$ cat src/rtl/seg_scan_pkg.sv
// rtl/seg_scan_pkg.sv - shared types and helpers for the segment scan multiplexer
//
// Holds the scan FSM state type, a one-hot decode helper and the
// counter-width helper shared by seg_scan_mux and seg_scan_timer.
package seg_scan_pkg;

  typedef enum logic {
    ST_BLANK = 1'b0,
    ST_SHOW  = 1'b1
  } state_t;

  // One-hot select for channel idx out of n channels; callers cast the
  // result down to their channel count (up to 32 channels supported).
  function automatic logic [31:0] onehot(input int idx, input int n);
    logic [31:0] v;
    v = '0;
    if (idx >= 0 && idx < n && idx < 32) begin
      v = 32'd1 << idx;
    end
    return v;
  endfunction

  // Bits needed to hold any count in 0..max(dwell, blank).
  function automatic int cnt_width(input int dwell, input int blank);
    int m;
    m = (dwell > blank) ? dwell : blank;
    return $clog2(m + 1);
  endfunction

endpackage

$ cat src/rtl/seg_scan_if.sv
// rtl/seg_scan_if.sv - segment scanner data/display bundle
//
// Ports carried:
//   seg_in      CHANNELS*WIDTH  packed segment words, channel k at [k*WIDTH +: WIDTH]
//   ch_en       CHANNELS        per-channel enable
//   seg_fin     WIDTH           registered segment word on the shared bus
//   ch_sel      CHANNELS        registered one-hot digit select
//   ch_idx      $clog2(CHANNELS) current or upcoming channel index
//   frame_start 1               pulse on the first SHOW cycle of channel 0
// master: word source / display side; slave: the scanner.
interface seg_scan_if #(
  parameter int CHANNELS = 4,
  parameter int WIDTH    = 12
);
  logic [CHANNELS*WIDTH-1:0]    seg_in;
  logic [CHANNELS-1:0]          ch_en;
  logic [WIDTH-1:0]             seg_fin;
  logic [CHANNELS-1:0]          ch_sel;
  logic [$clog2(CHANNELS)-1:0]  ch_idx;
  logic                         frame_start;

  modport master (
    output seg_in, ch_en,
    input  seg_fin, ch_sel, ch_idx, frame_start
  );

  modport slave (
    input  seg_in, ch_en,
    output seg_fin, ch_sel, ch_idx, frame_start
  );
endinterface

$ cat src/rtl/seg_scan_timer.sv
// rtl/seg_scan_timer.sv - loadable up/down counter with terminal-count flag
//
// Ports:
//   clk, rst     clock, asynchronous active-high reset (count -> 0)
//   load_i       load load_val_i this cycle (takes priority over counting)
//   load_val_i   value to load
//   down_i       1 = count down, 0 = count up
//   term_i       terminal value compared against the current count
//   tc_o         high while the count equals term_i
module seg_scan_timer #(
  parameter  int MAX_COUNT = 50000,
  localparam int CW        = $clog2(MAX_COUNT + 1)
) (
  input  logic          clk,
  input  logic          rst,
  input  logic          load_i,
  input  logic [CW-1:0] load_val_i,
  input  logic          down_i,
  input  logic [CW-1:0] term_i,
  output logic          tc_o
);

  logic [CW-1:0] cnt_q;

  always_ff @(posedge clk or posedge rst) begin
    if (rst) begin
      cnt_q <= '0;
    end else if (load_i) begin
      cnt_q <= load_val_i;
    end else if (down_i) begin
      cnt_q <= cnt_q - CW'(1);
    end else begin
      cnt_q <= cnt_q + CW'(1);
    end
  end

  assign tc_o = (cnt_q == term_i);

endmodule

$ cat src/rtl/seg_scan_mux.sv
// rtl/seg_scan_mux.sv - round-robin time-multiplexed segment display scanner
//
// Shows each of CHANNELS segment words for DWELL clocks on one shared bus
// with a one-hot digit select. With SEG_SCAN_BLANK_EN defined, BLANK clocks
// of all-off output separate consecutive channels; without it the next word
// is loaded directly and BLANK is only a one-cycle state after reset.
// Ports:
//   clk   clock
//   rst   asynchronous active-high reset; restarts the scan at channel 0
//   bus   seg_scan_if.slave (seg_in, ch_en in; seg_fin, ch_sel, ch_idx,
//         frame_start out, all outputs registered)
module seg_scan_mux
  import seg_scan_pkg::*;
#(
  parameter int CHANNELS = 4,
  parameter int WIDTH    = 12,
  parameter int DWELL    = 50000,
  parameter int BLANK    = 500
) (
  input  logic       clk,
  input  logic       rst,
  seg_scan_if.slave  bus
);

  localparam int IW        = $clog2(CHANNELS);
  localparam int MAX_COUNT = (DWELL > BLANK) ? DWELL : BLANK;
  localparam int CW        = cnt_width(DWELL, BLANK);
`ifdef SEG_SCAN_BLANK_EN
  localparam int BLANK_TERM = BLANK - 1;
`else
  // BLANK state lasts a single cycle (only ever entered from reset).
  localparam int BLANK_TERM = 0;
`endif

  state_t                 state_q;
  logic [IW-1:0]          idx_q;
  logic [WIDTH-1:0]       seg_q;
  logic [CHANNELS-1:0]    sel_q;
  logic                   fs_q;

  logic [WIDTH-1:0]       words [CHANNELS];
  logic [IW-1:0]          nxt_idx_d;
  logic [IW-1:0]          load_idx_d;
  logic [WIDTH-1:0]       load_seg_d;
  logic [CHANNELS-1:0]    load_sel_d;
  logic [CW-1:0]          term;
  logic                   tc;

  always_comb begin
    for (int k = 0; k < CHANNELS; k++) begin
      words[k] = bus.seg_in[k*WIDTH +: WIDTH];
    end
  end

  assign nxt_idx_d  = (idx_q == IW'(CHANNELS - 1)) ? '0 : idx_q + IW'(1);
  // Leaving BLANK loads the already-advanced idx; a direct SHOW->SHOW
  // reload (no blanking) loads the following channel.
  assign load_idx_d = (state_q == ST_BLANK) ? idx_q : nxt_idx_d;
  assign load_seg_d = bus.ch_en[load_idx_d] ? words[load_idx_d] : '0;
  assign load_sel_d = bus.ch_en[load_idx_d] ?
                      CHANNELS'(onehot(int'(load_idx_d), CHANNELS)) : '0;

  assign term = (state_q == ST_BLANK) ? CW'(BLANK_TERM) : CW'(DWELL - 1);

  // Every state transition restarts the count from zero.
  seg_scan_timer #(.MAX_COUNT(MAX_COUNT)) u_timer (
    .clk        (clk),
    .rst        (rst),
    .load_i     (tc),
    .load_val_i ('0),
    .down_i     (1'b0),
    .term_i     (term),
    .tc_o       (tc)
  );

  always_ff @(posedge clk or posedge rst) begin
    if (rst) begin
      state_q <= ST_BLANK;
      idx_q   <= '0;
      seg_q   <= '0;
      sel_q   <= '0;
      fs_q    <= 1'b0;
    end else begin
      fs_q <= 1'b0;
      if (tc) begin
        if (state_q == ST_BLANK) begin
          state_q <= ST_SHOW;
          seg_q   <= load_seg_d;
          sel_q   <= load_sel_d;
          fs_q    <= (load_idx_d == '0);
        end else begin
`ifdef SEG_SCAN_BLANK_EN
          state_q <= ST_BLANK;
          seg_q   <= '0;
          sel_q   <= '0;
          idx_q   <= nxt_idx_d;
`else
          idx_q   <= nxt_idx_d;
          seg_q   <= load_seg_d;
          sel_q   <= load_sel_d;
          fs_q    <= (load_idx_d == '0);
`endif
        end
      end
    end
  end

  assign bus.seg_fin     = seg_q;
  assign bus.ch_sel      = sel_q;
  assign bus.ch_idx      = idx_q;
  assign bus.frame_start = fs_q;

endmodule

$ cat src/flat_wrapper.sv
// flat-port wrapper written by rule: the top's interface ports become plain ports
module seg_scan_mux_flat import seg_scan_pkg::*;
#(
  parameter int CHANNELS = 4,
  parameter int WIDTH    = 12,
  parameter int DWELL    = 50000,
  parameter int BLANK    = 500
)
  (clk, rst, bus_seg_in, bus_ch_en, bus_seg_fin, bus_ch_sel, bus_ch_idx, bus_frame_start);
  seg_scan_if #(.CHANNELS(CHANNELS), .WIDTH(WIDTH)) bus_i ();
  input  logic clk;
  input  logic rst;
  input wire logic [$bits(bus_i.seg_in)-1:0] bus_seg_in;
  input wire logic [$bits(bus_i.ch_en)-1:0] bus_ch_en;
  output wire logic [$bits(bus_i.seg_fin)-1:0] bus_seg_fin;
  output wire logic [$bits(bus_i.ch_sel)-1:0] bus_ch_sel;
  output wire logic [$bits(bus_i.ch_idx)-1:0] bus_ch_idx;
  output wire logic [$bits(bus_i.frame_start)-1:0] bus_frame_start;
  assign bus_i.seg_in = bus_seg_in;
  assign bus_i.ch_en = bus_ch_en;
  assign bus_seg_fin = bus_i.seg_fin;
  assign bus_ch_sel = bus_i.ch_sel;
  assign bus_ch_idx = bus_i.ch_idx;
  assign bus_frame_start = bus_i.frame_start;
  seg_scan_mux #(.CHANNELS(CHANNELS), .WIDTH(WIDTH), .DWELL(DWELL), .BLANK(BLANK)) u_core (.clk(clk), .rst(rst), .bus(bus_i));
endmodule
$ cat config.mk
export PLATFORM = sky130hd
export DESIGN_NAME = seg_scan_mux_flat
export DESIGN_NICKNAME = d
export VERILOG_FILES = /design/src/rtl/seg_scan_pkg.sv /design/src/rtl/seg_scan_if.sv /design/src/rtl/seg_scan_timer.sv /design/src/rtl/seg_scan_mux.sv /design/src/flat_wrapper.sv
export SDC_FILE = /design/constraint.sdc
export NUM_CORES = 1
export LEC_CHECK = 0
export ABC_AREA = 1
export CORE_MARGIN = 2
export CORE_UTILIZATION = 51
export CTS_CLUSTER_DIAMETER = 150
export DETAILED_ROUTE_END_ITERATION = 12
export PLACE_DENSITY = 0.93
export SYNTH_ARGS = -nofsm -noshare
export SYNTH_HDL_FRONTEND = slang
export SYNTH_SLANG_ARGS = --single-unit
$ cat constraint.sdc
create_clock -name clk -period 3.3 [get_ports clk]
set_input_delay 0.66 -clock clk [delete_from_list [all_inputs] [get_ports clk]]
set_output_delay 0.66 -clock clk [all_outputs]
set_load 0.03 [all_outputs]
* Word level (Yosys, flattened, before mapping)
Cells that the tools add are included.
** Word-level totals
- Bits in registers :: 36
- Input bits :: 54
- Output and inout bits :: 19
- Word-level logic and storage cells :: 27
** Operators by class
- $add $sub $neg :: 2
- Magnitude comparators :: 2
- Equal/unequal tests :: 2
- Shifts and indexed selects :: 1
- Multiplexer cells :: 12
- Bitwise gates (word level) :: 1
- Reductions and logical operators :: 1
** Operators by type and width (count)
- 12-bit 2-to-1 mux :: 3
- 16-bit 2-to-1 mux :: 2
- 12-bit binary-select mux with 2-bit select :: 1
- 16-bit by 1-bit adder with 16-bit output, second input constant :: 1
- 16-bit equality test :: 1
- 2-bit 2-to-1 mux :: 2
- 4-bit 2-to-1 mux :: 1
- 1-bit by 2-bit << shifter with 4-bit output, first input constant :: 1
- 3-bit greater-or-equal comparator, second input constant :: 1
- 2-bit by 3-bit < comparator with 1-bit output, second input constant :: 1
- 2-bit inverter with 3-bit output :: 1
- 2-bit by 1-bit adder with 2-bit output, second input constant :: 1
- 1-bit binary-select mux with 2-bit select :: 1
- 2-bit equality test, second input constant :: 1
- 2-bit zero test :: 1
- 1-bit 2-to-1 mux :: 2

* Logic depth before layout (Yosys ltp)
Gate-level depths: netlist of the first run.
- Depth in word-level cells :: 8
- Mapped depth :: 12

* By module
A second synthesis of the first run with hierarchy kept.
** Unflattened totals
- Cells, all modules :: 498
- Area total of the unflattened synthesis :: 3106.7 µm²
** By module, submodules not included
- seg_scan_timer :: instances 1, cells each 275, area each 1681.6 µm², seq. area each 400.4 µm²
- seg_scan_mux :: instances 1, cells each 223, area each 1425.1 µm², seq. area each 500.5 µm²

* Least setup slack after synthesis of the first run
No wires, ideal clock.
- Path type :: flip-flop to flip-flop
- Start point :: reg u_core.idx_q[0], in the netlist u_core.bus.ch_idx[0]
- End point :: reg u_core.seg_q[1], in the netlist u_core.bus.seg_fin[1]
- Data arrival time :: 1.699 ns
- Required time :: 3.185 ns
- Slack :: 1.485 ns
- Cell stages (with the launch flop) :: 10
- Clock period less this slack :: 1.815 ns
- Cells stage by stage :: dfrtp_1 ha_1 or2_1 o21ai_2 inv_6 nand2_2 nand2_2 buf_6 nand3_2 nand2_2
** Between the ends
- Longest elaborated chain between the ends :: 8
- Elaborated cells on any way between the ends :: 11
- Those cells by class :: add/sub (1); eq/ne (1); mux (8); bitwise (1)
** RTL lines
- start, declared :: line seg_scan_mux.sv:36 : logic [IW-1:0] idx_q;
- start signal, assigned :: line seg_scan_mux.sv:98 : idx_q <= nxt_idx_d;
- 2-bit by 1-bit adder with 2-bit output or 2-bit equality test (tied branches) :: line seg_scan_mux.sv:55 : assign nxt_idx_d = (idx_q == IW'(CHANNELS - 1)) ? '0 : idx_q + IW'(1);
- 2-bit 2-to-1 mux :: line seg_scan_mux.sv:55
- 2-bit 2-to-1 mux * :: line seg_scan_mux.sv:58 : assign load_idx_d = (state_q == ST_BLANK) ? idx_q : nxt_idx_d;
- 2-bit inverter with 3-bit output (not written as such) :: line seg_scan_mux.sv:59 : assign load_seg_d = bus.ch_en[load_idx_d] ? words[load_idx_d] : '0;
- 12-bit binary-select mux with 2-bit select :: line seg_scan_mux.sv:59
- 12-bit 2-to-1 mux (not written as such) (2 in series) :: line seg_scan_mux.sv:59
- 12-bit 2-to-1 mux * :: line seg_scan_mux.sv:59
- end signal, assigned :: line seg_scan_mux.sv:88 : seg_q <= load_seg_d;
- end signal, assigned :: line seg_scan_mux.sv:99 : seg_q <= load_seg_d;
- end, declared :: line seg_scan_mux.sv:37 : logic [WIDTH-1:0] seg_q;
Mark *: on every way between the ends. The rest lies on a longest branch, timed or not. The select of a mux whose other input is x is not followed.
A chain may end at the register's enable or synchronous reset.

* Final worst setup path of the first run
- Start point :: reg u_core.idx_q[0], in the netlist u_core.bus.ch_idx[0]
- End point :: reg u_core.seg_q[7], in the netlist u_core.bus.seg_fin[7]
The elaborated chain is that of the path after synthesis.

==> impl_metrics.tcl, run 1 <==
set metrics [dict create \
    cts_hold_buffers 0 \
    fin_total_pwr_mw 0.8937 \
    most_frequent_cell_after_synthesis "sky130_fd_sc_hd__nand2_1" \
    cts_tree "done" \
    holdCritStartpoint "u_core.bus.seg_fin[0]$_DFFE_PP0N_" \
    antenna_cells_inserted 0 \
    setup_ws_ns 1.154 \
    cts-resized-gates 0 \
    period_minus_slack_ns 2.146 \
    asyncSetResetFlopFracSynth_pct 100.0 \
    number_of_enable_flip_flop_cells_after_synthesis 0 \
    floorplan.core_area_um2 4384 \
    crit_type "reg -> reg" \
    grt_use_total_pct 24.67 \
    synthesis.instances 351 \
    setup_viol 0 \
    die_x_um 71.88 \
    final_hold_slack_ns 0.4857 \
    critPathRequiredTime_ns 3.53 \
    largest_net_degree_at_the_start_of_global_routing 37 \
    drt-wirelength-per-cell_um 12.35 \
    globalRouteOverflowTotal 0 \
    finalHoldViolations 0 \
    die_h_um 71.88 \
    p_leak_nw 1.679 \
    slew-limit-headroom_pct 50.84 \
    rr_worst_depth 11 \
    timing.rr.start "u_core.bus.ch_idx[0]$_DFFE_PP0N_" \
    rows 24 \
    grt_setup_unrepaired "false" \
    die_area_um2 5166 \
    synth.net_count 407 \
    drt-vias-per-instance 5.171 \
    floorplan.initialDensity_pct 53.60 \
    pin_count 73 \
    worst_setup_slack_for_register_to_register_paths_ns 1.15 \
    report.final.slew_viol_count 0 \
    endpoint_of_the_worst_register_to_register_path "u_core.bus.seg_fin[7]$_DFFE_PP0N_" \
    htree_levels 2 \
    total_of_flip_flops_plus_latches_after_synthesis 36 \
    vias 2446 \
    detailed_place_hpwl_um 4384 \
    place.port_buffers 72 \
    worstSetupStartpointType "flip-flop" \
    worstPathMaxFanout 24 \
    globalplace.congestion 0.9568 \
    ant_nets 0 \
    crit_path_max_incr_delay_ns 0.44 \
    tightestPinTransition_ns 0.7373 \
    tritoncts.num_buffers 5 \
    hold_end "u_core.bus.seg_fin[0]$_DFFE_PP0N_" \
    first_pass_iters 5 \
    timing.clock.skew_ns 0.01000 \
    grt_pass1_vias 2300 \
    timing.fmax_ghz 0.4659 \
    cts.sinks 36 \
    antenna_found_initial 0 \
    drv_cap 0 \
    layout.cells.non_filler 473 \
    holdCritPathClass "reg -> reg" \
    placed_area_um2 3072 \
    clk_lat_worst_skew_ns 0.29 \
    min_delay_path_depth 2 \
    synth.cell_area_um2 2350 \
    finalNetCount 477 \
    area_growth_pct 34.03 \
    outcome "completed" \
    placed_cells 466 \
    synth_commonest_cells "173 x sky130_fd_sc_hd__nand2_1, 36 x sky130_fd_sc_hd__dfrtp_1, 33 x sky130_fd_sc_hd__inv_1" \
    critical-path-top-cell-by-count "sky130_fd_sc_hd__nand2_1" \
    yosys-top-cells-area "sky130_fd_sc_hd__dfrtp_1 38%, sky130_fd_sc_hd__nand2_1 28%, sky130_fd_sc_hd__nand3_1 5.5%" \
    layout.filler_cells 327 \
    final_core_utilization_pct 71.83 \
    detailedRoute.firstIterationViolations 206 \
    critical_path.endpoint_type "flip-flop" \
    grt_first_pass_wirelength_um 10010 \
    syn_avg_cell_area_um2 6.694 \
    worstPathCellList "ha_1 > nor2_1 > nand2_1 > nand2_1 > buf_4 > nand2_1 > nand2_1 > nand2_1 > nand2_1 > nand3_2 > nand2_2" \
    ctsRootBufferMaster "sky130_fd_sc_hd__clkbuf_8" \
    synthDistinctLibCells 23 \
    yosys_warnings 0 \
    synth_top_area_cell "sky130_fd_sc_hd__dfrtp_1" \
    seq_area_frac_synth_pct 38.34 \
    worst_ep_arrival_time_ns 2.37 \
    drc 0 \
    cts-root-to-sink-buffers 2 \
    power_density_nw_per_um2 283.8 \
    timing.setup.tns_ns 0 \
    dpl_worst_slack_ns 1.218 \
    final_min_period_over_clock_period_pct 65.04 \
    post_cts_buffers 0 \
    post_route_cells_drive_above_1_share_pct 7.363 \
    finalInstanceArea_um2 3149 \
    clk_pin_slew_worst_paths_ns 0.07 \
    critPathSlowestCell "sky130_fd_sc_hd__dfrtp_1" \
    routed_wl_um 5842 \
    synth_top_flop_cell "sky130_fd_sc_hd__dfrtp_1" \
    worst_supply_voltage_drop_on_vdd_mv 0.3078 \
    synthDominantCellAreaShare_pct 38.34 \
]
-- worst max path at each step --
stage | from | to | slack (ns) | cells past startpoint
floorplan | u_core.bus.ch_idx[0]$_DFFE_PP0N_ | u_core.bus.seg_fin[1]$_DFFE_PP0N_ | 1.49 | 9
global placement | u_core.bus.ch_idx[0]$_DFFE_PP0N_ | u_core.bus.seg_fin[7]$_DFFE_PP0N_ | 1.32 | 11
detailed placement | u_core.bus.ch_idx[0]$_DFFE_PP0N_ | u_core.bus.seg_fin[7]$_DFFE_PP0N_ | 1.22 | 11
CTS | u_core.bus.ch_idx[0]$_DFFE_PP0N_ | bus_ch_idx[0] | 1.19 | 1
global route | u_core.bus.ch_idx[0]$_DFFE_PP0N_ | u_core.bus.seg_fin[10]$_DFFE_PP0N_ | 0.90 | 11
finish | u_core.bus.ch_idx[0]$_DFFE_PP0N_ | u_core.bus.seg_fin[7]$_DFFE_PP0N_ | 1.15 | 11
-- registers in the layout (all words and copies together), names as in the netlist --
| signal | cells |
|---|---|
| u_core.u_timer.cnt_q | 16 |
| u_core.bus.seg_fin | 12 |
| u_core.bus.ch_sel | 4 |
| u_core.bus.ch_idx | 2 |
| u_core.bus.frame_start | 1 |
| u_core.state_q | 1 |
-- worst max-delay path, delay by kind of cell, from the launching register on --
family                     cells  cell delay, ns
adders and majority gates      1            0.24
and+or+nand+nor                9            1.11
DFF                            1            0.44
buffers and inverters          1            0.29
-- cells in the final DEF, fill, tap and decap left out, types with 2 or more instances in the layout --
cell,synthesis,routed
sky130_fd_sc_hd__nand4_1,3,3
sky130_fd_sc_hd__clkbuf_8,0,5
sky130_fd_sc_hd__nand3_2,10,10
sky130_fd_sc_hd__nor2_1,24,24
sky130_fd_sc_hd__nand2_2,6,6
sky130_fd_sc_hd__nand2_1,173,173
sky130_fd_sc_hd__clkdlybuf4s50_1,0,72
sky130_fd_sc_hd__nor3_1,3,3
sky130_fd_sc_hd__xor2_1,11,11
sky130_fd_sc_hd__nand3_1,26,26
sky130_fd_sc_hd__ha_1,2,2
sky130_fd_sc_hd__inv_1,33,33
sky130_fd_sc_hd__buf_4,5,4
sky130_fd_sc_hd__dfrtp_1,36,36
sky130_fd_sc_hd__o21ai_0,3,3
sky130_fd_sc_hd__nor2_2,2,2
-- layer usage --
metal  share of wire [%]  wire length, um  GRT usage [%]  up-vias
met1                  43             2541          32.01     1099
met3                 7.3              426          5.907       18
met2                  47             2737          40.84      121
met4                 2.3              137          7.757        0
li1                    -                -              -     1208
met5                   0                0              0        -
-- cell families (layout without fill, tap and decap cells) --
logic type	count (synthesis)	in the layout	synth area share [%]
compound gates	5	5	1.331
xor+xnor	11	11	4.100
flops	36	36	38.34
simple gates	249	249	45.37
buf+inv	48	118	9.798
fa+ha+maj	2	2	1.065
-- power breakdown --
group	total (mW)	switching, mW	leakage, nW	internal (mW)
Clock	0.296	0.152	0.0410	0.144
Combinational	0.143	0.0609	1.17	0.0821
Sequential	0.455	0.00569	0.473	0.449
Total	0.894	0.219	1.68	0.675
-- final cells by class --
type	count	area [um^2]	share of cell area, %
multi-input cells	267	1219	38.70
flip-flops and latches	36	900.9	28.61
repair buffers	76	750.7	23.84
inverters	35	136.4	4.331
clock buffers	6	72.57	2.304
well taps	52	65.06	2.066
clock inverters	1	5.005	0.1589
No activity file was read; power rests on OpenSTA's default activity.
==> run 2: changes to the inputs <==
- CORE_UTILIZATION: 51 -> 42
- PLACE_DENSITY: 0.93 -> 0.83
- clock period: 3.3 -> 1.97 ns (I/O delays scaled with it)
==> impl_metrics.tcl, run 2 (synthesized netlist as in run 1, its figures left out) <==
set metrics [dict create \
    ctsRootBufferMaster "sky130_fd_sc_hd__clkbuf_8" \
    slew-limit-headroom_pct 69.12 \
    detailedRoute.firstIterationViolations 148 \
    tritoncts.num_buffers 5 \
    layout_common_cells "173 x sky130_fd_sc_hd__nand2_1, 72 x sky130_fd_sc_hd__clkdlybuf4s50_1, 36 x sky130_fd_sc_hd__dfrtp_1" \
    holdCritStartpoint "u_core.bus.ch_sel[0]$_DFFE_PP0N_" \
    clk_pin_slew_worst_paths_ns 0.07 \
    critPathRequiredTime_ns 1.58 \
    critPathSlowestCell "sky130_fd_sc_hd__clkdlybuf4s50_1" \
    largest_register "u_core.u_timer.cnt_q" \
    setup_viol 0 \
    detailed_place_hpwl_um 4475 \
    drt-wirelength-per-cell_um 11.90 \
    post_route_cells_drive_above_1_share_pct 8.665 \
    finalHoldViolations 0 \
    final_hold_slack_ns 0.4850 \
    routed_wl_um 5939 \
    clk_lat_worst_skew_ns 0.29 \
    finalNetCount 483 \
    antenna_found_initial 0 \
    p_leak_nw 1.712 \
    htree_levels 2 \
    grt_setup_unrepaired "false" \
    die_h_um 78.80 \
    rr_worst_depth 8 \
    die_area_um2 6209 \
    crit_path_max_incr_delay_ns 0.67 \
    drt-vias-per-instance 4.794 \
    largest_register_ff_count 16 \
    first_pass_iters 4 \
    endpoint_of_the_worst_register_to_register_path "u_core.bus.seg_fin[10]$_DFFE_PP0N_" \
    holdCritPathClass "reg -> reg" \
    worst_ep_arrival_time_ns 1.48 \
    outcome "completed" \
    globalRouteOverflowTotal 0 \
    period_minus_slack_ns 1.869 \
    drc 0 \
    cts-root-to-sink-buffers 2 \
    rows 27 \
    area_growth_pct 37.38 \
    timing.setup.tns_ns 0 \
    crit_type "reg -> out" \
    timing.rr.start "u_core.bus.ch_idx[1]$_DFFE_PP0N_" \
    grt_pass1_vias 2402 \
    report.final.slew_viol_count 0 \
    drv_cap 0 \
    ant_nets 0 \
    timing.fmax_ghz 0.5350 \
    die_x_um 78.80 \
    power_density_nw_per_um2 462.9 \
    vias 2392 \
    grt_use_total_pct 21.37 \
    pin_count 73 \
    finalInstanceArea_um2 3228 \
    worst_setup_slack_for_register_to_register_paths_ns 0.21 \
    globalplace.congestion 0.8599 \
    commonest_non_fill_non_tap_cell_in_the_layout "sky130_fd_sc_hd__nand2_1" \
    worstSetupStartpointType "flip-flop" \
    cts_tree "done" \
    worst_supply_voltage_drop_on_vdd_mv 0.2469 \
    critical_path.endpoint_type "output port" \
    tightestPinTransition_ns 0.4632 \
    worstPathMaxFanout 5 \
    worstPathCellList "buf_4 > clkdlybuf4s50_1" \
    hold_end "u_core.bus.ch_sel[0]$_DFFE_PP0N_" \
    cts.sinks 36 \
    grt_first_pass_wirelength_um 10470 \
    floorplan.initialDensity_pct 43.20 \
    place.port_buffers 72 \
    antenna_cells_inserted 0 \
    timing.clock.skew_ns 0.004475 \
    final_min_period_over_clock_period_pct 94.88 \
    final_core_utilization_pct 59.35 \
    placed_area_um2 3142 \
    min_delay_path_depth 2 \
    largest_net_degree_at_the_start_of_global_routing 37 \
    floorplan.core_area_um2 5439 \
]
==> run 2: changes by cell type in the layout (fill, tap and decap cells not counted), sizes merged <==
cell | previous run | this run
buf | 4 | 10
==> run 2: worst max path at each step <==
stage | startpoint | endpoint | cells after the start
after floorplan | u_core.bus.ch_idx[0]$_DFFE_PP0N_ | u_core.bus.seg_fin[1]$_DFFE_PP0N_ | 9
after global placement | u_core.bus.ch_idx[1]$_DFFE_PP0N_ | u_core.bus.seg_fin[0]$_DFFE_PP0N_ | 8
after detailed placement | u_core.bus.ch_idx[1]$_DFFE_PP0N_ | u_core.bus.seg_fin[10]$_DFFE_PP0N_ | 8
after CTS | u_core.bus.ch_idx[1]$_DFFE_PP0N_ | u_core.bus.seg_fin[9]$_DFFE_PP0N_ | 8
after global routing | u_core.bus.ch_idx[0]$_DFFE_PP0N_ | bus_ch_idx[0] | 2
final | u_core.bus.ch_idx[0]$_DFFE_PP0N_ | bus_ch_idx[0] | 2
==> run 2: per-stage QoR <==
step	power [mW]	setup WS, ns	cells
6_report	1.494	0.1008	499
5_1_grt	1.569	0.05215	499
4_1_cts	1.506	0.08455	499
3_5_place_dp	1.014	0.1089	492
3_3_place_gp	1.012	0.1721	492
2_1_floorplan	0.8646	0.1554	351
==> run 2: repair_timing <==
action,in CTS,in global routing
setup buffers,0,0
hold buffers,0,0
setup endpoints to repair,0,10
gates resized for setup,0,2
==> run 2: final cells by class <==
| class | count | area [um^2] |
|---|---|---|
| fillers | 497 | 2211 |
| multi-input cells | 267 | 1224 |
| flip-flops and latches | 36 | 900.9 |
| repair buffers | 82 | 799.5 |
| inverters | 35 | 136.4 |
| well taps | 72 | 90.09 |
| clock buffers | 6 | 72.57 |
| clock inverters | 1 | 5.005 |
==> run 2: power by group <==
part / internal [mW] / switching (mW)
logic: 0.138 / 0.0999
clock network: 0.240 / 0.255
registers: 0.753 / 0.00911
total: 1.13 / 0.364
==> run 2: per-layer routing <==
layer / global-route usage [%] / up-vias / wire length [um]
li1: - / 1215 / -
met1: 26.20 / 1084 / 2569
met2: 36.58 / 82 / 2937
met3: 5.568 / 11 / 335
met4: 7.018 / 0 / 96
met5: 0 / - / 0
==> run 2: critical path, delay by kind of cell (launching register included) <==
kind	cells	cell delay, ns
buffers and inverters	2	0.82
flip-flops	1	0.37
